[config.mk]
export PLATFORM = sky130hd
export DESIGN_NAME = ahb_dual_arbiter
export DESIGN_NICKNAME = d
export VERILOG_FILES = /design/src/rtl/ahb_dual_arbiter.sv
export SDC_FILE = /design/constraint.sdc
export NUM_CORES = 1
export LEC_CHECK = 0
export CORE_AREA = 2 2 139 141
export CTS_CLUSTER_DIAMETER = 60
export DETAILED_ROUTE_END_ITERATION = 16
export DIE_AREA = 0 0 141 143
export HOLD_SLACK_MARGIN = 0.12
export PLACE_DENSITY_LB_ADDON = 0.12
export SKIP_LAST_GASP = 1
export SLEW_MARGIN = 25
export SYNTH_ARGS = -nofsm -noshare
export SYNTH_HDL_FRONTEND = slang
export SYNTH_SLANG_ARGS = --single-unit
[constraint.sdc]
create_clock -name clk -period 6.3 [get_ports clk]
set_clock_uncertainty 0.05 [all_clocks]
set_input_delay 1.575 -clock clk [delete_from_list [all_inputs] [get_ports clk]]
set_output_delay 1.575 -clock clk [all_outputs]
set_load 0.005 [all_outputs]
[src/rtl/ahb_dual_arbiter.sv]
// ahb_dual_arbiter: two AHB-Lite masters sharing one slave, one-entry request buffer per master, round-robin grant.
// Optional build macro ARB_HMASTLOCK_EN: a locked transfer keeps the grant until its owner unlocks or goes IDLE.
module ahb_dual_arbiter #(
  parameter int W_ADDR = 32,
  parameter int W_DATA = 32
) (
  input  logic              clk,
  input  logic              rst,
  input  logic [W_ADDR-1:0] m0_haddr,
  input  logic              m0_hwrite,
  input  logic [1:0]        m0_htrans,
  input  logic [2:0]        m0_hsize,
  input  logic [2:0]        m0_hburst,
  input  logic [3:0]        m0_hprot,
  input  logic              m0_hmastlock,
  input  logic              m0_hexcl,
  input  logic [W_DATA-1:0] m0_hwdata,
  output logic              m0_hready,
  output logic              m0_hresp,
  output logic              m0_hexokay,
  output logic [W_DATA-1:0] m0_hrdata,
  input  logic [W_ADDR-1:0] m1_haddr,
  input  logic              m1_hwrite,
  input  logic [1:0]        m1_htrans,
  input  logic [2:0]        m1_hsize,
  input  logic [2:0]        m1_hburst,
  input  logic [3:0]        m1_hprot,
  input  logic              m1_hmastlock,
  input  logic              m1_hexcl,
  input  logic [W_DATA-1:0] m1_hwdata,
  output logic              m1_hready,
  output logic              m1_hresp,
  output logic              m1_hexokay,
  output logic [W_DATA-1:0] m1_hrdata,
  output logic [W_ADDR-1:0] ahbls_haddr,
  output logic              ahbls_hwrite,
  output logic [1:0]        ahbls_htrans,
  output logic [2:0]        ahbls_hsize,
  output logic [2:0]        ahbls_hburst,
  output logic [3:0]        ahbls_hprot,
  output logic              ahbls_hmastlock,
  output logic              ahbls_hexcl,
  output logic [W_DATA-1:0] ahbls_hwdata,
  output logic              ahbls_hready,
  output logic [7:0]        ahbls_hmaster,
  input  logic              ahbls_hready_resp,
  input  logic              ahbls_hresp,
  input  logic              ahbls_hexokay,
  input  logic [W_DATA-1:0] ahbls_hrdata
);

  typedef struct packed {
    logic [W_ADDR-1:0] addr;
    logic              write;
    logic [2:0]        size;
    logic [2:0]        burst;
    logic [3:0]        prot;
    logic              mastlock;
    logic              excl;
  } req_t;

  req_t       w_liveReq   [2];
  req_t       w_candReq   [2];
  logic [1:0] w_candTrans [2];
  logic [1:0] w_htrans    [2];
  logic [1:0] w_live;
  logic [1:0] w_cand;
  logic [1:0] w_elig;
  logic [1:0] w_hready;
  logic       w_issue;
  logic       w_grant;
  logic       r_ptr;
  logic       r_hmaster;
  logic       r_dpValid;
  logic       r_dpOwner;

  assign w_liveReq[0] = '{m0_haddr, m0_hwrite, m0_hsize, m0_hburst, m0_hprot, m0_hmastlock, m0_hexcl};
  assign w_liveReq[1] = '{m1_haddr, m1_hwrite, m1_hsize, m1_hburst, m1_hprot, m1_hmastlock, m1_hexcl};
  assign w_htrans[0]  = m0_htrans;
  assign w_htrans[1]  = m1_htrans;

  for (genvar g = 0; g < 2; g++) begin : g_master
    req_t r_buf;
    logic r_bufValid;

    // A full buffer stalls its master; otherwise the master follows the slave only during its own data phase.
    assign w_hready[g]    = ~r_bufValid & (~(r_dpValid & (r_dpOwner == 1'(g))) | ahbls_hready_resp);
    assign w_live[g]      = w_htrans[g][1] & w_hready[g];
    assign w_cand[g]      = r_bufValid | w_live[g];
    assign w_candReq[g]   = r_bufValid ? r_buf : w_liveReq[g];
    assign w_candTrans[g] = r_bufValid ? 2'b10 : w_htrans[g];

    always_ff @(posedge clk or posedge rst) begin
      if (rst) begin
        r_bufValid <= 1'b0;
        r_buf      <= '0;
      end else if (w_issue && (w_grant == 1'(g))) begin
        r_bufValid <= 1'b0;
      end else if (w_live[g]) begin
        r_bufValid <= 1'b1;
        r_buf      <= w_liveReq[g];
      end
    end
  end

`ifdef ARB_HMASTLOCK_EN
  logic r_locked;
  logic r_lockOwner;

  assign w_elig = r_locked ? (w_cand & (r_lockOwner ? 2'b10 : 2'b01)) : w_cand;

  // The lock follows every issued transfer and also drops when its owner presents IDLE.
  always_ff @(posedge clk or posedge rst) begin
    if (rst) begin
      r_locked    <= 1'b0;
      r_lockOwner <= 1'b0;
    end else if (w_issue) begin
      r_locked    <= w_candReq[w_grant].mastlock;
      r_lockOwner <= w_grant;
    end else if (r_locked && (w_htrans[r_lockOwner] == 2'b00) && w_hready[r_lockOwner]) begin
      r_locked <= 1'b0;
    end
  end
`else
  assign w_elig = w_cand;
`endif

  assign w_grant = (w_elig == 2'b11) ? r_ptr : w_elig[1];
  assign w_issue = ~rst & ahbls_hready_resp & (|w_elig);

  // The pointer names the master that wins the next tie, i.e. the one not granted last.
  always_ff @(posedge clk or posedge rst) begin
    if (rst) begin
      r_ptr     <= 1'b0;
      r_hmaster <= 1'b0;
      r_dpValid <= 1'b0;
      r_dpOwner <= 1'b0;
    end else if (w_issue) begin
      r_ptr     <= ~w_grant;
      r_hmaster <= w_grant;
      r_dpValid <= 1'b1;
      r_dpOwner <= w_grant;
    end else if (ahbls_hready_resp) begin
      r_dpValid <= 1'b0;
    end
  end

  assign ahbls_haddr     = w_candReq[w_grant].addr;
  assign ahbls_hwrite    = w_candReq[w_grant].write;
  assign ahbls_hsize     = w_candReq[w_grant].size;
  assign ahbls_hburst    = w_candReq[w_grant].burst;
  assign ahbls_hprot     = w_candReq[w_grant].prot;
  assign ahbls_hmastlock = w_candReq[w_grant].mastlock;
  assign ahbls_hexcl     = w_candReq[w_grant].excl;
  assign ahbls_htrans    = w_issue ? w_candTrans[w_grant] : 2'b00;
  assign ahbls_hmaster   = {7'd0, (w_issue ? w_grant : r_hmaster)};
  assign ahbls_hready    = ahbls_hready_resp;
  assign ahbls_hwdata    = r_dpOwner ? m1_hwdata : m0_hwdata;

  assign m0_hready  = w_hready[0];
  assign m1_hready  = w_hready[1];
  assign m0_hrdata  = (r_dpValid && !r_dpOwner) ? ahbls_hrdata : '0;
  assign m1_hrdata  = (r_dpValid &&  r_dpOwner) ? ahbls_hrdata : '0;
  assign m0_hresp   = r_dpValid & ~r_dpOwner & ahbls_hresp;
  assign m1_hresp   = r_dpValid &  r_dpOwner & ahbls_hresp;
  assign m0_hexokay = (r_dpValid && !r_dpOwner) ? ahbls_hexokay : 1'b1;
  assign m1_hexokay = (r_dpValid &&  r_dpOwner) ? ahbls_hexokay : 1'b1;

endmodule

After elaboration in Yosys (flattened, before gate mapping)
Cells that the tools add are included.
- output and inout port bits: 158
- register bits: 96
- input bits: 195
- logic and storage cells: 81
- memory bits (writable): 0
- memory bits (read-only): 0
- bits in latches: 0
- memories: 0
- div/mod/pow operators: 0
- multipliers: 0
- $add $sub $neg: 0
- muxes and demuxes: 24
- bitwise logic cells: 24
- shift operators: 0
- equality and inequality tests: 1
- order comparisons: 1
- reductions and logical operators: 11
- operator list (cell ; number):
    $mux 45 ; 5
    $mux 32 ; 3
    $mux 2 ; 6
    $and 1x1->1 ; 10
    $mux 1 ; 10
    $not 1->1 ; 9
    $reduce_bool 2->1 ; 3
    $logic_and 1x1->1 ; 4
    $or 1x1->1 ; 4
    $reduce_and 2->1 ; 2
    $eq 2x2->1 const B ; 1
    $ge 2x2->1 const B ; 1
    $not 1->2 ; 1
    $reduce_or 2->1 ; 1
    $logic_not 1->1 ; 1

Longest topological paths before layout
- depth after elaboration: 14
- mapped depth: 9
- gate-level depth less buffers: 4

Worst setup path after synthesis
OpenSTA, ideal clock, no wires.
- kind: input port to output port
- from: input m0_htrans[1]
- to: output ahbls_hmaster[0]
- stages: 7
- setup slack: 1.910 ns
- data arrival time: 2.765 ns
- buffers on the path: 3
- path through: nor2_1 a211oi_1 or3_1 clkbuf_1 buf_6 buf_6 o21ai_0
- longest elaborated chain between the ends: 5
- RTL lines (what ; RTL line ; source):
    start: declaration ; 11 ; input logic [1:0] m0_htrans,
    $and 1x1->1 * ; 88 ; assign w_live[g] = w_htrans[g][1] & w_hready[g];
    $or 1x1->1 * ; 89 ; assign w_cand[g] = r_bufValid | w_live[g];
    $eq 2x2->1 / $reduce_or 2->1 (equally long branches) ; 128, 129 ;
    $mux 1 / $and 1x1->1 (equally long branches) ; 128, 129 ;
    $mux 1 * ; 156 ; assign ahbls_hmaster = {7'd0, (w_issue ? w_grant : r_hmaster)};
    end: declaration ; 45 ; output logic [7:0] ahbls_hmaster,
Every way passes the cells marked *; elsewhere a longest branch is shown, timed or not.

Worst setup path after layout
- from: input m0_htrans[1]
- to: output ahbls_haddr[26]
- longest elaborated chain between the ends: 8
- RTL lines (what ; RTL line ; source):
    $and 1x1->1 ; 88 ;
    $or 1x1->1 ; 89 ;
    $eq 2x2->1 ; 128 ; assign w_grant = (w_elig == 2'b11) ? r_ptr : w_elig[1];
    $mux 1 ; 128 ;
    $not 1->2 (implied by the code) ; 148 ; assign ahbls_haddr = w_candReq[w_grant].addr;
    $mux 45 (3 in series) ; -- ;
    end: declaration ; 35 ; output logic [W_ADDR-1:0] ahbls_haddr,
Every way passes these cells. The select of a mux whose other input is x is not followed.

==> key figures <==
Status
  • Outcome: finished clean

Layout
  • Layout Nets: 1032
  • Post-layout util: 0.536
  • Filler cells: 1612
  • Post-Layout Cell Count: 1076
  • Fraction of layout cells with a size suffix above 1: 0.139
  • Synth-to-layout area growth: 63.6%

Die
  • DIE HEIGHT: 143 µm
  • Initial Util: 0.327
  • Row count: 50
  • Die Area: 20200 µm²
  • Die Wd: 141 µm
  • IO Pins: 353
  • Core region area: 18600 µm²

STA
  • Final WS setup: 506 ps
  • Unrepaired setup endpoints after global routing: no
  • Final hold slack: 435 ps
  • Fin crit share: 0.920
  • Worst Tran Pin Value: 718 ps
  • Final setup fails: 0
  • Final hold vios: 0
  • Max-slew violation count: 0
  • Slew Limit Headroom: 0.522
  • Fmax: 173 MHz
  • Fin crit period: 5790 ps
  • Sum of negative setup slack: 0 ps

CTS
  • Num CTS Buffers: 9
  • Clock-pin transition on the worst setup and hold timing paths: 60 ps
  • # hold bufs at CTS: 0
  • CTS Sinks: 96
  • Root buffer cell: clkbuf_16
  • Resized Gates After CTS: 0
  • H-tree depth: 3
  • Clock Latency Late Sink: 340 ps
  • Clk buf depth: 2
  • Post-CTS setup buffer count: 0
  • CTS tree: yes

Drt
  • Routed WL: 22.5 mm
  • Wire length per cell: 20.9 µm
  • Initial DRC Count: 211
  • Via density: 4.86
  • DR DRC count: 0
  • Antenna-violating nets left: 0
  • Via Count: 5226
  • Drt pass-1 iters: 4

Power and ir drop
  • Int Power: 2.37 mW
  • Switching Fraction: 0.321
  • Logic gate share of total power: 0.532
  • Clk network pwr share: 0.150
  • Flop pwr share: 0.318
  • Max VDD drop: 0.000226 V
  • P_sw: 1.12 mW
  • Power density over cell area: 350 nW/µm²
  • Leak pwr: 4.49 nW

Yosys
  • Mapped Area: 6080 µm²
  • Register area share after synthesis: 0.395
  • Ys async rst share: 1.00
  • Area leader, netlist: dfrtp_1
  • Unique masters post-synth: 31
  • Top cells by area, synth: dfrtp_1 (39%), mux2i_1 (22%), mux2_2 (15%)
  • Top cell type's share of synthesized area: 0.395
  • EDFF count, synth: 0
  • Commonest cells in the netlist: mux2i_1 (135), dfrtp_1 (96), mux2_2 (82)
  • Yosys warnings: 0
  • Cells after Synth: 515
  • Top-count cell post-synth: mux2i_1
  • Yosys reg bits: 96
  • Post-synth top flop: dfrtp_1
  • Mean Syn Cell Area: 11.8 µm²

Worst setup path
  • Crit-path max cell delay: 710 ps
  • CP arrival: 4170 ps
  • FF-to-FF End: g_master[0].r_buf[35]
  • R2R Setup Slk: 3590 ps
  • Endpoint class of the critical path: primary output
  • Worst-path cell chain: clkdlybuf4s50_1, nor2_1, a211oi_1, or3_2, buf_4, mux2i_1, clkdlybuf4s50_1
  • Max FO, Critical Path: 16
  • CP endpoint: ahbls_haddr[26]
  • Nature of the critical path startpoint: input pin
  • CP Class: input pin to primary output
  • Worst Setup SP: m0_htrans[1]
  • WP data required: 4680 ps
  • Crit-path slowest cell: or3_2
  • Most used cell, CP: clkdlybuf4s50_1
  • Reg2reg path depth: 7
  • Reg-to-Reg Start: r_dpValid

Worst hold path
  • Hold crit path type: flip-flop to flip-flop

Global route
  • Vias in the first global route: 5577
  • GRT overflow: 0
  • First-pass GRT wire length: 33.4 mm
  • Initial antenna violation count: 2
  • Largest net degree at the start of global routing: 55
  • Overall Global Routing Usage: 0.220

Placed design
  • PortBufs: 345
  • Post-Place Setup Slack: 470 ps
  • Final GP Congestion: 0.976
  • Post-DP HPWL: 17.8 mm
  • Inst Count DP: 1060

Flow run
  • Max_cap viols: 0
[metrics by stage]
stage                     cell area (µm²)  power (mW)
final                                9960        3.49
after global routing                 9960        3.73
after CTS                            9950        3.54
after detailed placement             9670        3.00
after global placement               9660        2.95
after floorplan                      6110        2.04
[sequential cells by signal (all words and copies together) (netlist names)]
register	cells
r_hmaster	1
r_dpValid	1
g_master.r_bufValid	2
r_ptr	1
r_dpOwner	1
g_master.r_buf	90
[routing by layer]
| layer | GRT usage | vias to the layer above | wire length [µm] |
|---|---|---|---|
| met5 | 0 | - | 0 |
| li1 | - | 2475 | - |
| met1 | 0.270 | 2526 | 9340 |
| met4 | 0.0816 | 0 | 642 |
| met3 | 0.0429 | 32 | 1260 |
| met2 | 0.383 | 193 | 11200 |
[critical path, delay by kind of cell]
family,cells,cell delay [ps]
AO/OA/AOI/OAI,1,80
buffers and inverters,3,1330
multiplexers,1,210
AND/OR/NAND/NOR,2,950
[placed cells by master, fill, tap and decap left out, types with 2 or more instances in the layout]
cell / synthesis / layout
nor2_1: 8 / 8
mux2_2: 82 / 82
clkbuf_16: 0 / 9
mux2i_1: 135 / 135
o21ai_0: 3 / 3
clkinv_4: 0 / 2
and3_1: 34 / 33
clkbuf_8: 0 / 2
clkdlybuf4s50_1: 0 / 345
mux2_1: 40 / 40
and2_1: 34 / 34
a21oi_1: 2 / 2
inv_1: 4 / 3
conb_1: 1 / 7
dfrtp_1: 96 / 93
dfrtp_2: 0 / 3
buf_4: 10 / 10
a31oi_1: 3 / 3
nand2b_1: 3 / 3
nand2_1: 7 / 7
[power by group through the flow]
stage	registers, mW	clock network (mW)	logic, mW
after floorplan	1.03	0	1.01
after global placement	1.10	0	1.85
after detailed placement	1.12	0	1.87
after CTS	1.11	0.543	1.89
after global routing	1.15	0.573	2.00
final	1.11	0.522	1.86
[cell families (layout without fill, tap and decap cells)]
group                  after synthesis  after routing  synth area share
AOI/OAI and AO/OA                   13             13            0.0160
muxes                              257            257             0.448
and+or+nand+nor                     93             93            0.0905
buffers and inverters               55            375            0.0502
other                                1              8          0.000616
DFF                                 96             96             0.395
[worst min-delay path by stage]
stage                               start                     to  slack [ps]  depth (start not counted)
finish              g_master[0].r_buf[28]  g_master[0].r_buf[28]         440                          1
global route        g_master[0].r_buf[11]  g_master[0].r_buf[11]         450                          1
CTS                 g_master[0].r_buf[28]  g_master[0].r_buf[28]         440                          1
detailed placement  g_master[0].r_buf[28]  g_master[0].r_buf[28]         420                          1
global placement    g_master[0].r_buf[36]  g_master[0].r_buf[36]         420                          1
floorplan            g_master[0].r_buf[0]   g_master[0].r_buf[0]         410                          1
[final cells by class]
cell class                 count  area (µm²)  share of cell area
sequential                    96        2410               0.242
inverter                       4        17.5             0.00176
multi-input combinational    370        3410               0.342
clock buffer                  11         253              0.0254
timing repair buffer         356        3550               0.356
tap                          234         293              0.0294
antenna                        1        2.50            0.000251
clock inverter                 4        30.0             0.00302
No activity file was read; power rests on OpenSTA's default activity.
